**src/rtl/instr_fetch_pkg.sv**
```systemverilog
// Shared definitions for the instruction fetch stage: FSM states, field slices, NOP and reset PC.
package instr_fetch_pkg;

   typedef enum logic [1:0] {
      BOOT  = 2'd0,
      FETCH = 2'd1,
      ISSUE = 2'd2
   } fetch_state_t;

   localparam logic [31:0] NOP_WORD         = 32'h0000_0000;
   localparam logic [31:0] DEFAULT_RESET_PC = 32'h0000_3000;

   localparam int OPC_MSB  = 31;
   localparam int OPC_LSB  = 26;
   localparam int FUNCT_MSB = 5;
   localparam int FUNCT_LSB = 0;
   localparam int IMM_MSB  = 15;
   localparam int IMM_LSB  = 0;
   localparam int JIDX_MSB = 25;
   localparam int JIDX_LSB = 0;

   // Word-scaled, sign-extended branch displacement.
   function automatic logic [31:0] branch_offset(input logic [31:0] word);
      logic [15:0] imm;
      imm = word[IMM_MSB:IMM_LSB];
      return {{14{imm[15]}}, imm, 2'b00};
   endfunction

endpackage

```
**src/rtl/instr_fetch_next_pc.sv**
```systemverilog
// Combinational next-PC select: jump over taken branch over sequential.
module instr_fetch_next_pc
   import instr_fetch_pkg::*;
(
   input  logic [31:0] pc_plus4,
   input  logic [31:0] instr,
   input  logic        jump,
   input  logic        branch,
   input  logic        branch_taken,
   output logic [31:0] next_pc
);

   logic [31:0] jump_target;
   logic [31:0] branch_target;

   always_comb begin
      jump_target   = {pc_plus4[31:28], instr[JIDX_MSB:JIDX_LSB], 2'b00};
      branch_target = pc_plus4 + branch_offset(instr);
      if (jump) begin
         next_pc = jump_target;
      end else if (branch && branch_taken) begin
         next_pc = branch_target;
      end else begin
         next_pc = pc_plus4;
      end
   end

endmodule

```
**src/rtl/instr_fetch.sv**
```systemverilog
// Fetch stage: PC, imem req/ready handshake, instruction register, next-PC resolve on ack.
// Optional MIPS delay slot behaviour under INSTR_FETCH_DELAY_SLOT_EN.
module instr_fetch
   import instr_fetch_pkg::*;
#(
   parameter logic [31:0] RESET_PC = DEFAULT_RESET_PC
) (
   input  logic        clk,
   input  logic        rst_n,
   output logic        imem_req,
   output logic [31:0] imem_addr,
   input  logic        imem_ready,
   input  logic [31:0] imem_rdata,
   output logic        instr_valid,
   output logic [31:0] instr,
   output logic [5:0]  opcode,
   output logic [5:0]  funct,
   output logic [31:0] pc,
   output logic [31:0] pc_plus4,
   input  logic        instr_ack,
   input  logic        jump,
   input  logic        branch,
   input  logic        branch_taken
);

   fetch_state_t state_q, state_d;
   logic [31:0]  pc_q, pc_d;
   logic [31:0]  instr_q, instr_d;
   logic         req_q, req_d;
   logic         valid_q, valid_d;
   logic [31:0]  next_pc;

`ifdef INSTR_FETCH_DELAY_SLOT_EN
   logic         pend_q, pend_d;
   logic [31:0]  pend_target_q, pend_target_d;
   logic         redirect;
   assign redirect = jump | (branch & branch_taken);
`endif

   assign pc_plus4 = pc_q + 32'd4;

   instr_fetch_next_pc u_next_pc (
      .pc_plus4     (pc_plus4),
      .instr        (instr_q),
      .jump         (jump),
      .branch       (branch),
      .branch_taken (branch_taken),
      .next_pc      (next_pc)
   );

   always_comb begin
      state_d = state_q;
      pc_d    = pc_q;
      instr_d = instr_q;
      req_d   = req_q;
      valid_d = valid_q;
`ifdef INSTR_FETCH_DELAY_SLOT_EN
      pend_d        = pend_q;
      pend_target_d = pend_target_q;
`endif
      case (state_q)
         BOOT: begin
            state_d = FETCH;
            req_d   = 1'b1;
         end
         FETCH: begin
            if (imem_ready) begin
               instr_d = imem_rdata;
               valid_d = 1'b1;
               req_d   = 1'b0;
               state_d = ISSUE;
            end
         end
         ISSUE: begin
            if (instr_ack) begin
               valid_d = 1'b0;
               req_d   = 1'b1;
               state_d = FETCH;
`ifdef INSTR_FETCH_DELAY_SLOT_EN
               // The delay-slot instruction's own control inputs are ignored.
               if (pend_q) begin
                  pc_d   = pend_target_q;
                  pend_d = 1'b0;
               end else if (redirect) begin
                  pend_target_d = next_pc;
                  pend_d        = 1'b1;
                  pc_d          = pc_plus4;
               end else begin
                  pc_d = pc_plus4;
               end
`else
               pc_d = next_pc;
`endif
            end
         end
         default: begin
            state_d = BOOT;
            req_d   = 1'b0;
            valid_d = 1'b0;
         end
      endcase
   end

   always_ff @(posedge clk) begin
      if (!rst_n) begin
         state_q <= BOOT;
         pc_q    <= RESET_PC;
         instr_q <= NOP_WORD;
         req_q   <= 1'b0;
         valid_q <= 1'b0;
`ifdef INSTR_FETCH_DELAY_SLOT_EN
         pend_q        <= 1'b0;
         pend_target_q <= 32'h0000_0000;
`endif
      end else begin
         state_q <= state_d;
         pc_q    <= pc_d;
         instr_q <= instr_d;
         req_q   <= req_d;
         valid_q <= valid_d;
`ifdef INSTR_FETCH_DELAY_SLOT_EN
         pend_q        <= pend_d;
         pend_target_q <= pend_target_d;
`endif
      end
   end

   assign imem_req    = req_q;
   assign imem_addr   = pc_q;
   assign instr_valid = valid_q;
   assign instr       = instr_q;
   assign opcode      = instr_q[OPC_MSB:OPC_LSB];
   assign funct       = instr_q[FUNCT_MSB:FUNCT_LSB];
   assign pc          = pc_q;

endmodule

```
**config.mk**
```make
export PLATFORM = sky130hd
export DESIGN_NAME = instr_fetch
export DESIGN_NICKNAME = d
export VERILOG_FILES = /design/src/rtl/instr_fetch_pkg.sv /design/src/rtl/instr_fetch_next_pc.sv /design/src/rtl/instr_fetch.sv
export SDC_FILE = /design/constraint.sdc
export NUM_CORES = 1
export LEC_CHECK = 0
export BUFFER_PORTS_ARGS = -buffer_cell sky130_fd_sc_hd__buf_2
export CORE_AREA = 2 2 159 145
export DETAILED_ROUTE_END_ITERATION = 12
export DIE_AREA = 0 0 161 147
export GPL_TIMING_DRIVEN = 0
export PLACE_DENSITY = 0.48
export SETUP_SLACK_MARGIN = 0.1
export SLEW_MARGIN = 5
export SYNTH_ARGS = -nofsm -noshare
export SYNTH_HDL_FRONTEND = slang
export SYNTH_SLANG_ARGS = --single-unit
```
**constraint.sdc**
```tcl
create_clock -name clk -period 5 [get_ports clk]
set_input_delay 0.5 -clock clk [delete_from_list [all_inputs] [get_ports clk]]
set_output_delay 0.5 -clock clk [all_outputs]
set_load 0.005 [all_outputs]
```
==> results.toml <==
[final_layout]
drive_above_1_share = 0.278
nNetsFinal = 1005
synthToLayoutAreaGrowth_pct = 30.0

[hold_path]
hp-class = "primary input to register"
min_from = "imem_rdata[0]"

[synthesis]
yosys.area_share.simple = 0.233
ys_seq_area_frac = 0.240
ys_warn_count = 0
netlist_instances = 738
synth-adder-area-share = 0.0868
synth_cell_types = 72
synth-xor-area-share = 0.0808
synth_compound_area_frac = 0.246
async_flop_share = 0
synth_top_family_by_area = "compound AO/OA/AOI/OAI gates"
synthFlopType = "dfxtp_1"
synthTopCellsByArea = "dfxtp_1 (24%), nand2_1 (9.3%), ha_1 (8.3%)"
syn_avg_cell_area_um2 = 7.35
synth_top_area_cell = "dfxtp_1"
yosys-mux-area-fraction = 0.0111
synth_area_um2 = 5420
ys_ff_latch = 65
synth_edf_count = 0
synth_top_cell_area_share = 0.240

[die]
die_w_um = 161
core_area_um2 = 22100
rows = 52
die_y_um = 147
io-pin-count = 181
floorplan.initialDensity = 0.245
die_area_um2 = 23700

[run]
drv_cap = 0

[sta]
hold-worst-slack_ns = 0.394
fin_worst_skew_ns = 0.00760
rsz0062_at_grt = "false"
period_needed_ns = 4.48
setup_viol = 0
finalMaxSlewViolations = 0
hold_viol_final = 0
maxSlewHeadroom = 0.260
fmax_mhz = 223
tns_ns = 0
tightest_slew_ns = 1.11
min_period_over_period = 0.896

[cts]
root_buffer = "clkbuf_16"
cts_tree = "yes"
clk_pin_slew_worst_paths_ns = 0.06
ctsResizeCount = 0
cts_hold_buf = 0
clk_path_buf_depth = 2
cts_buffers = 9
clk_latency_ns = 0.34
htreeDepth = 3
clock_sinks = 65

[worst_setup_path]
critPathMaxFanout = 8
worstPathCellList = "ha_1, inv_1, nor3_2, nand4_1, nor2_1, nand2_1, xnor2_1, ha_1, o21ai_0, nor2_1, nor4_1, o41a_1, and4_1, a21oi_1, o211ai_1, mux2i_1, mux2i_1"
crit_family = "simple AND/OR/NAND/NOR gates"
slowest_stage = "dfxtp_1"
r2r_start = "imem_addr[2]"
crit_path_end_kind = "register"
critPathArrivalTime_ns = 4.75
cp_data_required_time_ns = 5.27
max_stage_delay_ns = 0.53
startpoint = "imem_addr[2]"
cp-start-kind = "register"
path_buf_inv = 1
r2r_setup_slack_ns = 0.52
timing_worst_setup_path_type = "register to register"

[routing]
vias = 5922
firstDrtPassIters = 4
drt_iter0_drc = 341
drt-vias-per-instance = 4.81
drc = 0
routed_wl_um = 21300
wire_per_inst_um = 17.3
ant_nets = 0

[global_routing]
grt_pass1_vias = 5488
grt_pass1_wl_um = 32000
track_usage = 0.174
antenna_found_initial = 2
grt_max_degree = 28
grt_overflow = 0

[pwr]
p_per_area_nw_per_um2 = 220
ir_drop_mv = 0.148
p_leak_uw = 0.00339

[placement]
portBuffers = 173
place_hpwl_um = 16800
globalplace.congestion = 0.828

[run_status]
outcome = "finished, final reports clean"
-- cell families (layout without fill, tap and decap cells) --
logic type,after synthesis,count (layout)
buffers and inverters,96,287
DFF,65,65
muxes,6,6
AOI/OAI and AO/OA,207,207
and+or+nand+nor,276,276
other,1,7
adders and majority gates,37,37
xor gates and xnor gates,50,50
-- metrics by stage --
step	total power [uW]	utilization	instance area, um^2	std cells	setup WS, ns
6_report	1550	0.319	7050	1232	0.520
5_1_grt	1610	0.319	7050	1231	0.172
4_1_cts	1560	0.318	7030	1229	0.226
3_5_place_dp	796	0.302	6680	1213	0.249
3_3_place_gp	796	0.302	6680	1213	0.198
2_1_floorplan	698	-	5440	743	1.34
-- cells in the mapped netlist (3+ instances only) --
library cell  count
nor2_1           54
xor2_1           22
or3_1             3
dfxtp_1          65
a21o_1           20
inv_1             9
mux2i_1           6
buf_4            48
or2_1             3
o22ai_1           3
or2_2             3
a22oi_1           3
nand2b_1          3
a211oi_1          8
nand3_1          21
a21oi_1          83
clkbuf_1         33
xnor2_1          28
nor2b_1           3
nor3_1            8
o221ai_1          3
o21ai_0          24
a311oi_1          4
and3_1           14
o21ai_1           8
nand2_1         135
nand4_1          10
o21bai_1          3
ha_1             36
a31oi_1           7
o211ai_1         12
and2_1            5
o21a_1            3
-- worst reg2reg max path, cell delays in order, from the launching register on --
cell      delay (ns)
dfxtp_1         0.53
ha_1            0.32
inv_1           0.11
nor3_2          0.33
nand4_1         0.21
nor2_1          0.29
nand2_1         0.17
xnor2_1         0.39
ha_1            0.28
o21ai_0         0.12
nor2_1          0.16
nor4_1          0.07
o41a_1          0.47
and4_1          0.22
a21oi_1         0.13
o211ai_1        0.18
mux2i_1         0.23
mux2i_1         0.20
-- metal layers --
metal	share of wire	GRT usage
met1	0.48	0.244
met2	0.45	0.276
met3	0.059	0.0316
met4	0.015	0.0460
met5	0.00052	0
-- flip-flops by register name (all words and copies together), names as in the netlist --
name / flops
imem_addr: 30
imem_req: 1
instr: 32
state_q: 1
instr_valid: 1
-- area by class of cell --
cell class	instances	area, um^2
multi-input combinational	582	3590
sequential	65	1300
tap	297	372
fill	2481	15100
inverter	10	37.5
timing repair buffer	175	881
buffer	86	513
clock inverter	6	115
clock buffer	10	239
antenna	1	2.50
-- timing repair --
action,in CTS,in global routing
buffers inserted,0,2
endpoints found under the hold margin,0,0
setup endpoints to repair,0,1
-- path summary, 6_finish.rpt --
check / to / depth (start not counted)
hold / removal: instr[0] / 3
setup reg to reg: imem_addr[31] / 17
hold reg to reg: instr[31] / 2
setup / recovery: imem_addr[31] / 17
-- power breakdown --
part / total [uW] / leakage (uW) / switching [uW] / internal, uW
sequential: 562 / 0.000528 / 27.1 / 535
clock: 765 / 0.000169 / 263 / 503
combinational: 223 / 0.00269 / 133 / 90.0
total: 1550 / 0.00339 / 423 / 1130
-- cells in the final DEF (no fill, tap or decap), drive strengths merged, types with 5 or more instances in the layout --
| cell type | synthesis | routed |
|---|---|---|
| clkbuf | 33 | 43 |
| a211oi | 8 | 8 |
| ha | 36 | 36 |
| or2 | 6 | 6 |
| buf | 53 | 228 |
| a21oi | 84 | 84 |
| a21o | 20 | 20 |
| a31oi | 7 | 7 |
| nand2 | 135 | 135 |
| dfxtp | 65 | 65 |
| nor3 | 12 | 12 |
| nand4 | 10 | 10 |
| nor2 | 55 | 55 |
| and3 | 14 | 14 |
| conb | 1 | 6 |
| mux2i | 6 | 6 |
| o211ai | 12 | 12 |
| nand3 | 22 | 22 |
| inv | 9 | 9 |
| xor2 | 22 | 22 |
| o21ai | 33 | 33 |
| and2 | 5 | 5 |
| xnor2 | 28 | 28 |
Power figures use the tool's default switching activity.
